### src/rtl/mux_scan_pkg.sv
// Shared types and constants for mux_sel_scanner.
// Holds the FSM state type, channel count/select width, and a helper that finds the
// lowest enabled channel at or above a given index.
package mux_scan_pkg;

  localparam int unsigned NUM_CH = 4;
  localparam int unsigned SEL_W  = 2;

  typedef enum logic [1:0] {
    StIdle,
    StDwell,
    StDone
  } scan_state_e;

  typedef struct packed {
    logic             found;
    logic [SEL_W-1:0] idx;
  } ch_pick_t;

  // Lowest set bit of mask with index >= from; found=0 when none remains.
  function automatic ch_pick_t pick_ch(logic [NUM_CH-1:0] mask, int from);
    ch_pick_t res;
    res = '{found: 1'b0, idx: '0};
    for (int i = NUM_CH - 1; i >= 0; i--) begin
      if (i >= from && mask[i]) begin
        res.found = 1'b1;
        res.idx   = SEL_W'(i);
      end
    end
    return res;
  endfunction

endpackage

### src/rtl/mux_sel_scanner_if.sv
// Signal bundle between mux_sel_scanner and its surroundings.
// master: drives start/continuous (controller) and out (mux return path), reads results.
// slave:  the scanner itself.
// ch_mask exists only when SCAN_MASK_EN is defined.
interface mux_sel_scanner_if;
  import mux_scan_pkg::*;

  logic              start;
  logic              continuous;
  logic              out;
`ifdef SCAN_MASK_EN
  logic [NUM_CH-1:0] ch_mask;
`endif
  logic              s1;
  logic              s0;
  logic [NUM_CH-1:0] sample;
  logic              valid;
  logic              busy;

`ifdef SCAN_MASK_EN
  modport master (
    output start, continuous, out, ch_mask,
    input  s1, s0, sample, valid, busy
  );
  modport slave (
    input  start, continuous, out, ch_mask,
    output s1, s0, sample, valid, busy
  );
`else
  modport master (
    output start, continuous, out,
    input  s1, s0, sample, valid, busy
  );
  modport slave (
    input  start, continuous, out,
    output s1, s0, sample, valid, busy
  );
`endif

endinterface

### src/rtl/scan_dwell_timer.sv
// Dwell counter for mux_sel_scanner.
// Ports: clk, rst_n (async active-low), clr_i (sync clear), en_i (count enable),
//        tc_o (high while enabled on the last dwell cycle; counter wraps to 0 there).
// With DWELL=1 there is no counter and tc_o simply follows en_i.
module scan_dwell_timer #(
  parameter int unsigned DWELL = 4
) (
  input  logic clk,
  input  logic rst_n,
  input  logic clr_i,
  input  logic en_i,
  output logic tc_o
);

  if (DWELL <= 1) begin : g_pass
    logic unused_ok;
    assign unused_ok = ^{clk, rst_n, clr_i};
    assign tc_o      = en_i;
  end else begin : g_cnt
    localparam int unsigned CntW = $clog2(DWELL);
    localparam logic [CntW-1:0] LastCnt = CntW'(DWELL - 1);

    logic [CntW-1:0] cnt_q, cnt_d;

    assign tc_o = en_i && (cnt_q == LastCnt);

    always_comb begin
      cnt_d = cnt_q;
      if (clr_i) begin
        cnt_d = '0;
      end else if (en_i) begin
        cnt_d = tc_o ? '0 : cnt_q + 1'b1;
      end
    end

    always_ff @(posedge clk or negedge rst_n) begin
      if (!rst_n) begin
        cnt_q <= '0;
      end else begin
        cnt_q <= cnt_d;
      end
    end
  end

endmodule

### src/rtl/mux_sel_scanner.sv
// Select-line sequencer for a downstream 4:1 mux.
// On start, steps {s1,s0} over the enabled channels, holding each for DWELL cycles and
// capturing the mux return (out) on the last dwell cycle; then publishes all captured bits
// as sample with a one-cycle valid in a single DONE cycle.
// Ports: clk, rst_n (async active-low), bus (mux_sel_scanner_if.slave: start, continuous,
//        out, [ch_mask] in; s1, s0, sample, valid, busy out). All outputs are registered.
// Build option: SCAN_MASK_EN adds ch_mask, latched on leaving IDLE; disabled channels are
// skipped entirely. Without it all four channels are always scanned.
module mux_sel_scanner
  import mux_scan_pkg::*;
#(
  parameter int unsigned DWELL = 4
) (
  input logic               clk,
  input logic               rst_n,
  mux_sel_scanner_if.slave  bus
);

  if (DWELL < 1) begin : g_bad_dwell
    $fatal(1, "mux_sel_scanner: DWELL must be >= 1");
  end

  scan_state_e       state_q, state_d;
  logic [SEL_W-1:0]  sel_q, sel_d;
  logic [NUM_CH-1:0] shadow_q, shadow_d;
  logic [NUM_CH-1:0] sample_q, sample_d;
  logic              valid_q, valid_d;
  logic              busy_q, busy_d;
  logic [NUM_CH-1:0] idle_mask, scan_mask;
  logic [NUM_CH-1:0] captured;
  logic              dwell_tc;
  ch_pick_t          first_idle, first_scan, next_scan;

`ifdef SCAN_MASK_EN
  logic [NUM_CH-1:0] mask_q, mask_d;
  assign idle_mask = bus.ch_mask;
  assign scan_mask = mask_q;
`else
  assign idle_mask = '1;
  assign scan_mask = '1;
`endif

  scan_dwell_timer #(
    .DWELL (DWELL)
  ) u_timer (
    .clk   (clk),
    .rst_n (rst_n),
    .clr_i (state_q != StDwell),
    .en_i  (state_q == StDwell),
    .tc_o  (dwell_tc)
  );

  assign first_idle = pick_ch(idle_mask, 0);
  assign first_scan = pick_ch(scan_mask, 0);
  assign next_scan  = pick_ch(scan_mask, int'(sel_q) + 1);

  always_comb begin
    captured        = shadow_q;
    captured[sel_q] = bus.out;
  end

  always_comb begin
    state_d  = state_q;
    sel_d    = sel_q;
    shadow_d = shadow_q;
    sample_d = sample_q;
    valid_d  = 1'b0;
`ifdef SCAN_MASK_EN
    mask_d   = mask_q;
`endif
    unique case (state_q)
      StIdle: begin
        if (bus.start) begin
`ifdef SCAN_MASK_EN
          mask_d = bus.ch_mask;
`endif
          if (first_idle.found) begin
            state_d = StDwell;
            sel_d   = first_idle.idx;
          end else begin
            // Empty mask: publish an all-zero word right away.
            state_d  = StDone;
            valid_d  = 1'b1;
            sample_d = '0;
            shadow_d = '0;
          end
        end
      end
      StDwell: begin
        if (dwell_tc) begin
          if (next_scan.found) begin
            sel_d    = next_scan.idx;
            shadow_d = captured;
          end else begin
            // Publish on entry so sample and valid appear together during DONE.
            state_d  = StDone;
            sel_d    = '0;
            valid_d  = 1'b1;
            sample_d = captured;
            shadow_d = '0;
          end
        end
      end
      StDone: begin
        if (bus.continuous && first_scan.found) begin
          state_d = StDwell;
          sel_d   = first_scan.idx;
        end else if (bus.continuous) begin
          valid_d  = 1'b1;
          sample_d = '0;
          shadow_d = '0;
        end else begin
          state_d = StIdle;
          sel_d   = '0;
        end
      end
      default: state_d = StIdle;
    endcase
    busy_d = (state_d != StIdle);
  end

  always_ff @(posedge clk or negedge rst_n) begin
    if (!rst_n) begin
      state_q  <= StIdle;
      sel_q    <= '0;
      shadow_q <= '0;
      sample_q <= '0;
      valid_q  <= 1'b0;
      busy_q   <= 1'b0;
`ifdef SCAN_MASK_EN
      mask_q   <= '0;
`endif
    end else begin
      state_q  <= state_d;
      sel_q    <= sel_d;
      shadow_q <= shadow_d;
      sample_q <= sample_d;
      valid_q  <= valid_d;
      busy_q   <= busy_d;
`ifdef SCAN_MASK_EN
      mask_q   <= mask_d;
`endif
    end
  end

  assign bus.s1     = sel_q[1];
  assign bus.s0     = sel_q[0];
  assign bus.sample = sample_q;
  assign bus.valid  = valid_q;
  assign bus.busy   = busy_q;

endmodule

### src/flat_wrapper.sv
// flat-port wrapper written by rule: the top's interface ports become plain ports
module mux_sel_scanner_flat import mux_scan_pkg::*;
#(
  parameter int unsigned DWELL = 4
)
  (clk, rst_n, bus_start, bus_continuous, bus_out, bus_s1, bus_s0, bus_sample, bus_valid, bus_busy);
  mux_sel_scanner_if bus_i ();
  input logic clk;
  input logic rst_n;
  input wire logic [$bits(bus_i.start)-1:0] bus_start;
  input wire logic [$bits(bus_i.continuous)-1:0] bus_continuous;
  input wire logic [$bits(bus_i.out)-1:0] bus_out;
  output wire logic [$bits(bus_i.s1)-1:0] bus_s1;
  output wire logic [$bits(bus_i.s0)-1:0] bus_s0;
  output wire logic [$bits(bus_i.sample)-1:0] bus_sample;
  output wire logic [$bits(bus_i.valid)-1:0] bus_valid;
  output wire logic [$bits(bus_i.busy)-1:0] bus_busy;
  assign bus_i.start = bus_start;
  assign bus_i.continuous = bus_continuous;
  assign bus_i.out = bus_out;
  assign bus_s1 = bus_i.s1;
  assign bus_s0 = bus_i.s0;
  assign bus_sample = bus_i.sample;
  assign bus_valid = bus_i.valid;
  assign bus_busy = bus_i.busy;
  mux_sel_scanner #(.DWELL(DWELL)) u_core (.clk(clk), .rst_n(rst_n), .bus(bus_i));
endmodule
### config.mk
export PLATFORM = sky130hd
export DESIGN_NAME = mux_sel_scanner_flat
export DESIGN_NICKNAME = d
export VERILOG_FILES = /design/src/rtl/mux_scan_pkg.sv /design/src/rtl/mux_sel_scanner_if.sv /design/src/rtl/scan_dwell_timer.sv /design/src/rtl/mux_sel_scanner.sv /design/src/flat_wrapper.sv
export SDC_FILE = /design/constraint.sdc
export NUM_CORES = 1
export LEC_CHECK = 0
export CAP_MARGIN = 20
export CORE_AREA = 2 2 42 44
export DETAILED_ROUTE_END_ITERATION = 7
export DIE_AREA = 0 0 44 46
export MAX_ROUTING_LAYER = met4
export PLACE_DENSITY = 0.8
export REMOVE_ABC_BUFFERS = 1
export SYNTH_ARGS = -nofsm -noshare
export SYNTH_HDL_FRONTEND = slang
export SYNTH_SLANG_ARGS = --single-unit
### constraint.sdc
create_clock -name clk -period 1.6 [get_ports clk]
set_input_delay 0.4 -clock clk [delete_from_list [all_inputs] [get_ports clk]]
set_output_delay 0.4 -clock clk [all_outputs]
set_load 0.03 [all_outputs]
==> tab_implementation.tex <==
\begin{tabular}{lr}
\hline
Metric & Value \\
\hline
\multicolumn{2}{l}{\textbf{Setup path}} \\
Setup crit start kind & flop \\
Slowest stage cell on the critical path & dlygate4sd2\_1 \\
Critical Path RT & $\sim$1.2 ns \\
Max stage delay on crit path & slightly above 0.4 ns \\
Crit-path leading delay family & buffers and inverters \\
Type of the setup path with the least slack & reg -> out \\
Crit-path cells & dlygate4sd2\_1 \\
Type of element capturing the critical path & primary output \\
Worst path buffer plus inverter count & 1 \\
Worst-path fanout max & 2 \\
Worst path arrival time & between 1 and 1.5 ns \\
\multicolumn{2}{l}{\textbf{Floorplan}} \\
Effective utilization at floorplan & 0.453 \\
Die outline area & 2020 um\^{}2 \\
Floorplan die width & $\sim$44 um \\
Die H & between 40 and 50 um \\
IO Pins & 13 \\
Core Rows & 15 \\
Standard cell core area & roughly 1600 um\^{}2 \\
\multicolumn{2}{l}{\textbf{CTS}} \\
Number of hold-repair buffers added at the cts stage & 0 \\
Maximum buffer depth of the clock tree & 2 \\
Insertion delay to the later sink of the worst-skew pair & $\sim$0.28 ns \\
Buffers inserted by post-CTS timing repair & 0 \\
Clock tree from TritonCTS & yes \\
Worst-path clk slew & roughly 0.09 ns \\
Number of gates resized after CTS & 8 \\
Master cell of the clock root buffer & clkbuf\_4 \\
Number of CTS-inserted buffers & 3 \\
TritonCTS Sinks & 15 \\
CTS H-tree depth & 1 \\
\multicolumn{2}{l}{\textbf{Synth}} \\
Average size of a mapped cell & a little over 10 um\^{}2 \\
Count of warnings emitted by yosys & 0 \\
Largest cells by area after synthesis & dfrtp\_1 51\%, ha\_1 8.5\%, nand2\_1 4.6\%, o21ai\_0 3.4\%, nand4b\_4 3.2\% \\
Register bit count reported by yosys & 15 \\
Fraction of registers with async set or reset after synthesis & 1.00 \\
Fraction of post-synthesis cell area in the top cell type by area & 0.513 \\
List of most frequent post-synthesis cells & 15 x dfrtp\_1, 9 x nand2\_1, 5 x ha\_1, 5 x o21ai\_0 \\
Number of flops mapped to enable cells by yosys & 0 \\
Library cell with the highest instance count after synthesis & dfrtp\_1 \\
Library cells used by synthesis & 22 \\
Cell count after synthesis & 71 \\
Syn Std Cell Area & 732 um\^{}2 \\
Yosys top cell by area & dfrtp\_1 \\
Primary flip-flop cell chosen by synthesis mapping & dfrtp\_1 \\
Sequential element share of the synthesized area & 0.513 \\
\multicolumn{2}{l}{\textbf{Global route}} \\
Pin count of the biggest net entering global routing & 16 \\
Via count of the first global-routing pass & between 500 and 600 \\
Global-route usage over all layers & 0.166 \\
Overflow left after global routing & 0 \\
Initial antenna violation count & 0 \\
First-pass GRT wire length & 2.27 mm \\
\multicolumn{2}{l}{\textbf{Status}} \\
Result of the run & finished, final reports clean \\
\multicolumn{2}{l}{\textbf{Place}} \\
Worst slack at placement & about 0.19 ns \\
Post-DP HPWL & roughly 1.0 mm \\
PortBufs & 12 \\
Weighted congestion reported at the end of routability-driven placement & approximately 0.7 \\
\multicolumn{2}{l}{\textbf{STA}} \\
Setup violators final & 0 \\
Clock Skew & between 0.0015 and 0.002 ns \\
Final worst slack & 0.150 ns \\
Final worst hold slack & roughly 0.42 ns \\
Highest achievable clock rate & roughly 0.69 GHz \\
Min Clock Period, post-route & 1.45 ns \\
Transition time of the tightest slew-check pin & 0.389 ns \\
Relative slew slack & 0.740 \\
Final hold vios & 0 \\
Portion of the clock cycle consumed by the worst path in the final layout & 0.907 \\
Number of max-slew violations in the final report & 0 \\
Setup repair after global routing missed its margin & no \\
Fin Setup TNS & 0 ns \\
\multicolumn{2}{l}{\textbf{Power and ir drop}} \\
Proportion of power drawn by flip-flops and latches & 0.379 \\
Worst VDD drop & between 0.7 and 0.8 mV \\
Net switching power of the design & 0.000676 W \\
Combinational share of power & 0.484 \\
Reported leakage power & around 0.44 nW \\
Clock network power share & 0.137 \\
Pwr dens & roughly 1800 nW/um\^{}2 \\
Switching share of power & 0.426 \\
Total chip power & 0.00159 W \\
Cell internal pwr & 0.000910 W \\
\multicolumn{2}{l}{\textbf{Finish}} \\
Proportion of layout cells with a drive suffix above 1 & 0.102 \\
Number of nets in the layout & slightly below 100 \\
Filler cell count & approximately 150 \\
Diode count & 0 \\
Relative area change from synthesis to final layout & 22.7\% \\
\multicolumn{2}{l}{\textbf{Min path}} \\
HP Class & in -> async \\
\multicolumn{2}{l}{\textbf{Route}} \\
1st-pass router iterations & 4 \\
Routed wirelength normalized by instance count & 12.7 um \\
Total detailed-routing wirelength & about 1.3 mm \\
Count of unresolved DRC violations after routing & 0 \\
Antenna violation net count after detailed routing & 0 \\
Total via count after detailed routing & around 560 \\
Violation count after the first detailed-route iteration & 4 \\
Via count normalized by instance count & around 5.3 \\
\multicolumn{2}{l}{\textbf{Job}} \\
Max-cap violation count & 0 \\
\hline
\end{tabular}
layout by cell type (no fill, tap or decap), types with 2 or more instances in the layout:
master           synthesis  routed
dfrtp_1                 15      15
nand2_1                  9       9
dlygate4sd2_1            0       8
o21ai_0                  5       5
ha_1                     5       5
inv_1                    4       4
a21oi_1                  4       4
o21ai_1                  4       4
clkdlybuf4s50_1          0       4
nand2b_1                 3       3
nor2b_1                  3       3
a31oi_1                  3       3
clkbuf_4                 0       3
buf_4                    2       3
nor2_1                   2       2
nand3b_1                 2       2
nand3_1                  2       2
layout make-up:
type | count | area (um^2) | share of cell area
Clock buffer | 3 | 22.5 | 0.0251
Tap cell | 17 | 21.3 | 0.0237
Multi-Input combinational cell | 49 | 323 | 0.359
Sequential cell | 15 | 375 | 0.418
Timing Repair Buffer | 15 | 133 | 0.148
Inverter | 5 | 18.8 | 0.0209
Clock inverter | 1 | 5.00 | 0.00557
stage by stage:
step                      utilization  cell area (um^2)  cells
after floorplan                     -               717     69
after global placement          0.546               881    101
after detailed placement        0.546               881    101
after CTS                       0.557               898    105
after global routing            0.557               898    105
final                           0.557               898    105
power groups by stage:
stage                     clock (W)  sequential [W]  combinational, W
after floorplan                   0        0.000751          0.000383
after global placement            0        0.000605          0.000781
after detailed placement          0        0.000614          0.000823
after CTS                  0.000226        0.000603          0.000777
after global routing       0.000237        0.000620          0.000870
final                      0.000217        0.000601          0.000767
path summary, 6_finish.rpt:
check | start | endpoint | slack, ns | depth (start not counted)
worst max-delay path | u_core.sel_q[1] | bus_s1 | 0.15 | 1
worst min-delay path | rst_n | u_core.shadow_q[1] | 0.42 | 2
worst max register to register | u_core.sel_q[0] | u_core.sel_q[0] | 0.28 | 5
worst min register to register | u_core.u_timer.g_cnt.cnt_q[0] | u_core.u_timer.g_cnt.cnt_q[0] | 0.45 | 1
max in group asynchronous | rst_n | u_core.bus.sample[0] | 1.01 | 2
min in group clk | u_core.u_timer.g_cnt.cnt_q[0] | u_core.u_timer.g_cnt.cnt_q[0] | 0.45 | 1
metal layers:
metal  wire (um)  share of wire  GRT usage  vias to the layer above
li1            -              -          -                      283
met3          71          0.053     0.0278                        2
met5           0              0          -                        -
met2         649           0.49      0.250                       16
met1         588           0.44      0.202                      258
met4          25          0.019      0.115                        0
sequential cells by signal (all words and copies together), names as in the netlist:
register and flops:
u_core.sel_q 2, u_core.bus.sample 4, u_core.state_q 2, u_core.bus.valid 1, u_core.shadow_q 3, u_core.bus.busy 1
u_core.u_timer.g_cnt.cnt_q 2
cell families after synthesis:
logic type	share of synthesized area
and+or+nand+nor	0.207
AOI/OAI and AO/OA	0.135
DFF	0.513
buffers and inverters	0.0461
adders and majority gates	0.0855
muxes	0.0137
No activity file was read; power rests on OpenSTA's default activity.
